**config.mk**
```make
export PLATFORM = sky130hd
export DESIGN_NAME = sdram_req_sched
export DESIGN_NICKNAME = d
export VERILOG_FILES = /design/src/rtl/sdram_sched_pkg.sv /design/src/rtl/sdram_refresh_timer.sv /design/src/rtl/sdram_req_sched.sv
export SDC_FILE = /design/constraint.sdc
export NUM_CORES = 1
export LEC_CHECK = 0
export ABC_AREA = 0
export BUFFER_PORTS_ARGS = -buffer_cell sky130_fd_sc_hd__buf_4
export CAP_MARGIN = 20
export CORE_MARGIN = 4
export CORE_UTILIZATION = 38
export CTS_CLUSTER_SIZE = 25
export DETAILED_ROUTE_END_ITERATION = 7
export GPL_ROUTABILITY_DRIVEN = 0
export PLACE_DENSITY = 0.63
export SLEW_MARGIN = 20
export SYNTH_ARGS = -nofsm -noshare
export SYNTH_HDL_FRONTEND = slang
export SYNTH_SLANG_ARGS = --single-unit
```
**constraint.sdc**
```tcl
create_clock -name clk -period 2.7 [get_ports clk]
set_input_delay 0 -clock clk [delete_from_list [all_inputs] [get_ports clk]]
set_output_delay 0 -clock clk [all_outputs]
set_load 0.01 [all_outputs]
```
**src/rtl/sdram_sched_pkg.sv**
```systemverilog
// rtl/sdram_sched_pkg.sv - shared types and constants for the SDRAM request scheduler
package sdram_sched_pkg;

  localparam int ADDR_W = 23;
  localparam int DATA_W = 8;

  typedef enum logic [2:0] {
    S_IDLE     = 3'd0,
    S_CMD      = 3'd1,
    S_CMD_WAIT = 3'd2,
    S_REF      = 3'd3,
    S_REF_WAIT = 3'd4
  } sched_state_t;

  // Clock cycles between auto-refresh commands.
  function automatic int refresh_count(input int freq, input int us);
    return (freq / 1_000_000) * us;
  endfunction

endpackage

```
**src/rtl/sdram_refresh_timer.sv**
```systemverilog
// rtl/sdram_refresh_timer.sv - refresh interval timer with owed-refresh debt and overrun flag
module sdram_refresh_timer
  import sdram_sched_pkg::*;
#(
  parameter int FREQ       = 27_000_000,
  parameter int REFRESH_US = 15,
  parameter int MAX_DEBT   = 2
) (
  input  logic clk,
  input  logic reset,
  input  logic ref_issued,
  output logic ref_owed,
  output logic ref_overrun
);

  localparam int RC = refresh_count(FREQ, REFRESH_US);
  localparam int TW = (RC > 1) ? $clog2(RC) : 1;
  localparam int DW = $clog2(MAX_DEBT + 1);
  localparam logic [TW-1:0] TIMER_LAST = TW'(RC - 1);
  localparam logic [DW-1:0] DEBT_MAX   = DW'(MAX_DEBT);

  logic [TW-1:0] r_timer;
  logic [DW-1:0] r_debt;
  logic          r_overrun;
  logic          w_wrap;

  assign w_wrap      = (r_timer == TIMER_LAST);
  assign ref_owed    = (r_debt != '0);
  assign ref_overrun = r_overrun;

  // Free-running interval counter, 0..RC-1.
  always_ff @(posedge clk or posedge reset) begin
    if (reset) begin
      r_timer <= '0;
    end else begin
      r_timer <= w_wrap ? '0 : r_timer + TW'(1);
    end
  end

  // Debt grows on each wrap and shrinks on each issued refresh; a wrap with
  // a full debt is an overrun that sticks until reset.
  always_ff @(posedge clk or posedge reset) begin
    if (reset) begin
      r_debt    <= '0;
      r_overrun <= 1'b0;
    end else if (w_wrap && !ref_issued) begin
      if (r_debt == DEBT_MAX) begin
        r_overrun <= 1'b1;
      end else begin
        r_debt <= r_debt + DW'(1);
      end
    end else if (!w_wrap && ref_issued && (r_debt != '0)) begin
      r_debt <= r_debt - DW'(1);
    end
  end

endmodule

```
**src/rtl/sdram_req_sched.sv**
```systemverilog
// rtl/sdram_req_sched.sv - one-entry request buffer and command/refresh scheduler for the sdram controller
module sdram_req_sched
  import sdram_sched_pkg::*;
#(
  parameter int FREQ       = 27_000_000,
  parameter int REFRESH_US = 15,
  parameter int MAX_DEBT   = 2
) (
  input  logic              clk,
  input  logic              reset,
  input  logic              req_valid,
  output logic              req_ready,
  input  logic              req_wr,
  input  logic [ADDR_W-1:0] req_addr,
  input  logic [DATA_W-1:0] req_din,
  output logic              resp_valid,
  output logic [DATA_W-1:0] resp_data,
  output logic              rd,
  output logic              wr,
  output logic              refresh,
  output logic [ADDR_W-1:0] addr,
  output logic [DATA_W-1:0] din,
  input  logic [DATA_W-1:0] dout,
  input  logic              data_ready,
  input  logic              busy,
  output logic              ref_overrun
);

  sched_state_t      r_state;
  sched_state_t      w_state_next;
  logic              r_first;
  logic              r_pending;
  logic              r_pend_wr;
  logic [ADDR_W-1:0] r_pend_addr;
  logic [DATA_W-1:0] r_pend_din;
  logic [ADDR_W-1:0] r_addr;
  logic [DATA_W-1:0] r_din;
  logic              r_cur_rd;
  logic              r_resp_valid;
  logic [DATA_W-1:0] r_resp_data;
  logic              w_ref_owed;
  logic              w_ref_issued;
  logic              w_load_cmd;

  assign w_ref_issued = (r_state == S_REF);
  assign w_load_cmd   = (r_state == S_IDLE) && (w_state_next == S_CMD);

  assign req_ready  = !r_pending;
  assign rd         = (r_state == S_CMD) && !r_pend_wr;
  assign wr         = (r_state == S_CMD) && r_pend_wr;
  assign refresh    = w_ref_issued;
  assign addr       = r_addr;
  assign din        = r_din;
  assign resp_valid = r_resp_valid;
  assign resp_data  = r_resp_data;

  sdram_refresh_timer #(
    .FREQ       (FREQ),
    .REFRESH_US (REFRESH_US),
    .MAX_DEBT   (MAX_DEBT)
  ) u_refresh_timer (
    .clk         (clk),
    .reset       (reset),
    .ref_issued  (w_ref_issued),
    .ref_owed    (w_ref_owed),
    .ref_overrun (ref_overrun)
  );

  // Next state: refresh wins over a pending request; the first wait cycle
  // ignores busy because the controller raises it one cycle after a pulse.
  always_comb begin
    w_state_next = r_state;
    case (r_state)
      S_IDLE: begin
        if (!busy) begin
          if (w_ref_owed) begin
            w_state_next = S_REF;
          end else if (r_pending) begin
            w_state_next = S_CMD;
          end
        end
      end
      S_CMD:   w_state_next = S_CMD_WAIT;
      S_REF:   w_state_next = S_REF_WAIT;
      S_CMD_WAIT, S_REF_WAIT: begin
        if (!r_first && !busy) begin
          w_state_next = S_IDLE;
        end
      end
      default: w_state_next = S_IDLE;
    endcase
  end

  // State register and the busy-mask flag for the first wait cycle.
  always_ff @(posedge clk or posedge reset) begin
    if (reset) begin
      r_state <= S_IDLE;
      r_first <= 1'b0;
    end else begin
      r_state <= w_state_next;
      r_first <= (r_state == S_CMD) || (r_state == S_REF);
    end
  end

  // One-entry request buffer; it frees up as the command pulse goes out.
  always_ff @(posedge clk or posedge reset) begin
    if (reset) begin
      r_pending   <= 1'b0;
      r_pend_wr   <= 1'b0;
      r_pend_addr <= '0;
      r_pend_din  <= '0;
    end else if (r_state == S_CMD) begin
      r_pending <= 1'b0;
    end else if (req_valid && !r_pending) begin
      r_pending   <= 1'b1;
      r_pend_wr   <= req_wr;
      r_pend_addr <= req_addr;
      r_pend_din  <= req_din;
    end
  end

  // Controller operands are loaded just before the pulse and then held.
  always_ff @(posedge clk or posedge reset) begin
    if (reset) begin
      r_addr   <= '0;
      r_din    <= '0;
      r_cur_rd <= 1'b0;
    end else if (w_load_cmd) begin
      r_addr   <= r_pend_addr;
      r_din    <= r_pend_din;
      r_cur_rd <= !r_pend_wr;
    end
  end

  // Capture read data only while waiting on our own read.
  always_ff @(posedge clk or posedge reset) begin
    if (reset) begin
      r_resp_valid <= 1'b0;
      r_resp_data  <= '0;
    end else begin
      r_resp_valid <= 1'b0;
      if ((r_state == S_CMD_WAIT) && r_cur_rd && data_ready) begin
        r_resp_valid <= 1'b1;
        r_resp_data  <= dout;
      end
    end
  end

endmodule

```
==> out/results.txt <==
status: finished clean
initial antenna violation count: 0
Slew headroom: 43.2%
Clock Root Buffer: clkbuf_8
Synth Cell Area: 0.00375 mm^2
leakage power: 2.46 nW
Critical Path End: addr[15]
io pins: 90
critical path depth in cells: 4
worst reg2reg path depth: 4
Die ar.: 0.0115 mm^2
number of global-route vias before repair: 2577
Hold Crit Class: input pin to register
startpoint types: register
commonest non-fill, non-tap cells in the layout: buf_4 (95), dfrtp_1 (90), dlygate4sd3_1 (43)
total power: 5.19 mW
Int Pwr: 3.61 mW
Reg power frac: 44.6%
most common cell after layout, fill and taps aside: buf_4
Synth Flop Type: dfrtp_1
Avg Vias per Cell: 4.65
largest net degree at the start of global routing: 50
syn nets: 289
final setup TNS: 0 ns
nature of the critical path endpoint: register
clk slew on worst S/H paths: 0.09 ns
asr flop ratio synth: 100%
PortBufs: 89
Post-Synth XOR/XNOR Area: 1.17%
worst r2r dst: addr[15]
Gate Count Post-Synth: 242
proportion of layout cells with a drive suffix above 1: 48.6%
Worst Path Required: 2.94 ns
CTS HTree Levels: 3
initial core utilization: 38.8%
Site Rows: 36
# setup viols final: 0
Worst Skew: 0.00647 ns
post-synthesis adder-cell area fraction: 0.666%
Switching Share: 30.3%
CP delay by family, top: compound AO/OA/AOI/OAI gates
CTS tree: yes
sw power: 1.57 mW
core area: 0.00968 mm^2
TritonCTS Buffers: 9
largest family of logic cells by synthesized area: multiplexers
crit-path cells: o311ai_4 > buf_8 > buf_4 > mux2_4
post-route ant nets: 0
CTS sink count: 90
max-slew violation count: 0
Worst VDD drop: 0.488 mV
Post-Synth Simple-Gate Area: 7.60%
number of synthesized flops with an enable pin: 0
Die Y: 107 um
Seq cells post-synth: 90
clock share of power: 16.0%
f_max: 0.483 GHz
final wirelength: 7560 um
GRT overflow: 0
first-pass GRT wire length: 12900 um
Tot GR Track Use: 14.0%
min cycle time layout: 2.07 ns
worst path bufs/invs: 2
DR vias: 2426
Pwr Density: 1000 mW/mm^2
Final Cell Area: 0.00518 mm^2
Placed Area: 0.00456 mm^2
r2r startpoint: u_refresh_timer.r_debt[0]
total iterations of the first detailed-routing run: 4
Ys Warns: 0
compound-gate portion of the synthesized area: 3.00%
area delta synth->final: 38.1%
Avg Cell Area, Syn: 15.5 um^2
number of diodes: 0
WL/cell: 14.5 um
Final HPWL DP: 5020 um
Arrival @ worst endpoint: 2.31 ns
worst-path fanout max: 9
RSZ-0062 raised after global routing: no
kind of critical path: register to register
Largest stage delay, worst path: 0.68 ns
CP startpoint: u_refresh_timer.r_debt[0]
post-synthesis mux area share: 24.7%
Hold Fails Final Rpt: 0
CP max stage cell: o311ai_4
fin crit share: 76.7%
Final nets: 431
Detailed Route Iter0 Violations: 77
Combinational Power Share: 39.4%
max_cap viols: 0
Slew @ Worst Pin: 0.852 ns
sequential share of the synthesized area: 60.0%
worst reg-to-reg setup slack: 0.63 ns
post-synth cell types: 39
width of the die: 107 um
clock tree buffer depth: 2
worst-skew pair later-pin latency: 0.35 ns
DRC Markers: 0
## synthesized netlist by cell type (3+ instances only)
library cell / count / area, um^2
nand3_1: 3 / 15.0
inv_1: 8 / 30.0
mux2_4: 29 / 435
mux2_2: 42 / 473
nand4_1: 6 / 37.5
nor2_1: 10 / 37.5
xnor2_1: 3 / 26.3
nor2b_1: 5 / 31.3
buf_6: 6 / 67.6
dfrtp_1: 90 / 2250
## kinds of logic (layout without fill, tap and decap cells)
family,count (synthesis),after routing
flops,90,90
mux,73,73
simple gates,43,43
buf+inv,16,163
compound gates,13,13
xor+xnor,5,5
fa+ha+maj,2,2
## sequential cells by signal, indices dropped and copies added, names as in the netlist, 2 cells and up
| register | cells |
|---|---|
| addr | 23 |
| r_pend_addr | 23 |
| u_refresh_timer.r_timer | 9 |
| din | 8 |
| r_pend_din | 8 |
| resp_data | 8 |
| r_state | 3 |
| u_refresh_timer.r_debt | 2 |
## through the flow
| stage | util (%) | hold WS [ns] | setup WS, ns | cells |
|---|---|---|---|---|
| finish | 53.5 | 0.230 | 0.629 | 522 |
| global route | 53.5 | 0.272 | 0.557 | 522 |
| CTS | 53.4 | 0.237 | 0.365 | 521 |
| detailed placement | 47.1 | 0.205 | 0.372 | 462 |
| global placement | 47.1 | 0.199 | 0.406 | 462 |
| floorplan | - | 0.125 | 0.365 | 242 |
## layout make-up
type                    instances  area, um^2
well taps                     133         166
inverters                       8        31.3
clock buffers                   9         124
repair buffers                139        1160
multi-input cells             136        1400
clock inverters                 7        51.3
fillers                       811        4500
flip-flops and latches         90        2250
## worst reg2reg max path, stage by stage, from the launching register on
cell and delay, ns:
dfrtp_1 0.49, o311ai_4 0.68, buf_8 0.24, buf_4 0.23
mux2_4 0.32
## worst min path at each step
stage               startpoint              end  slack, ns  cells after the start
floorplan            req_valid        r_pending       0.12                      2
global placement         reset  r_pend_addr[16]       0.20                      2
detailed placement       reset  r_pend_addr[16]       0.21                      2
CTS                 data_ready       resp_valid       0.24                      3
global route        data_ready       resp_valid       0.27                      3
finish              data_ready       resp_valid       0.23                      3
## layer usage
| metal | track usage, % | wire (um) |
|---|---|---|
| met4 | 4.06 | 96 |
| met1 | 17.8 | 3280 |
| met2 | 23.9 | 3870 |
| met5 | 0 | 0 |
| met3 | 3.18 | 323 |
## power groups by stage
stage	logic (mW)	clock network, mW	registers, mW
3_5_place_dp	2.01	0	2.34
4_1_cts	2.06	0.872	2.32
3_3_place_gp	1.97	0	2.33
6_report	2.04	0.831	2.31
2_1_floorplan	1.21	0	2.38
5_1_grt	2.21	0.921	2.40
## repair_timing
item,in CTS,in global routing
endpoints found under the hold margin,89,0
setup buffers,0,0
hold buffers,43,0
gates resized for setup,0,0
Power figures use the tool's default switching activity.
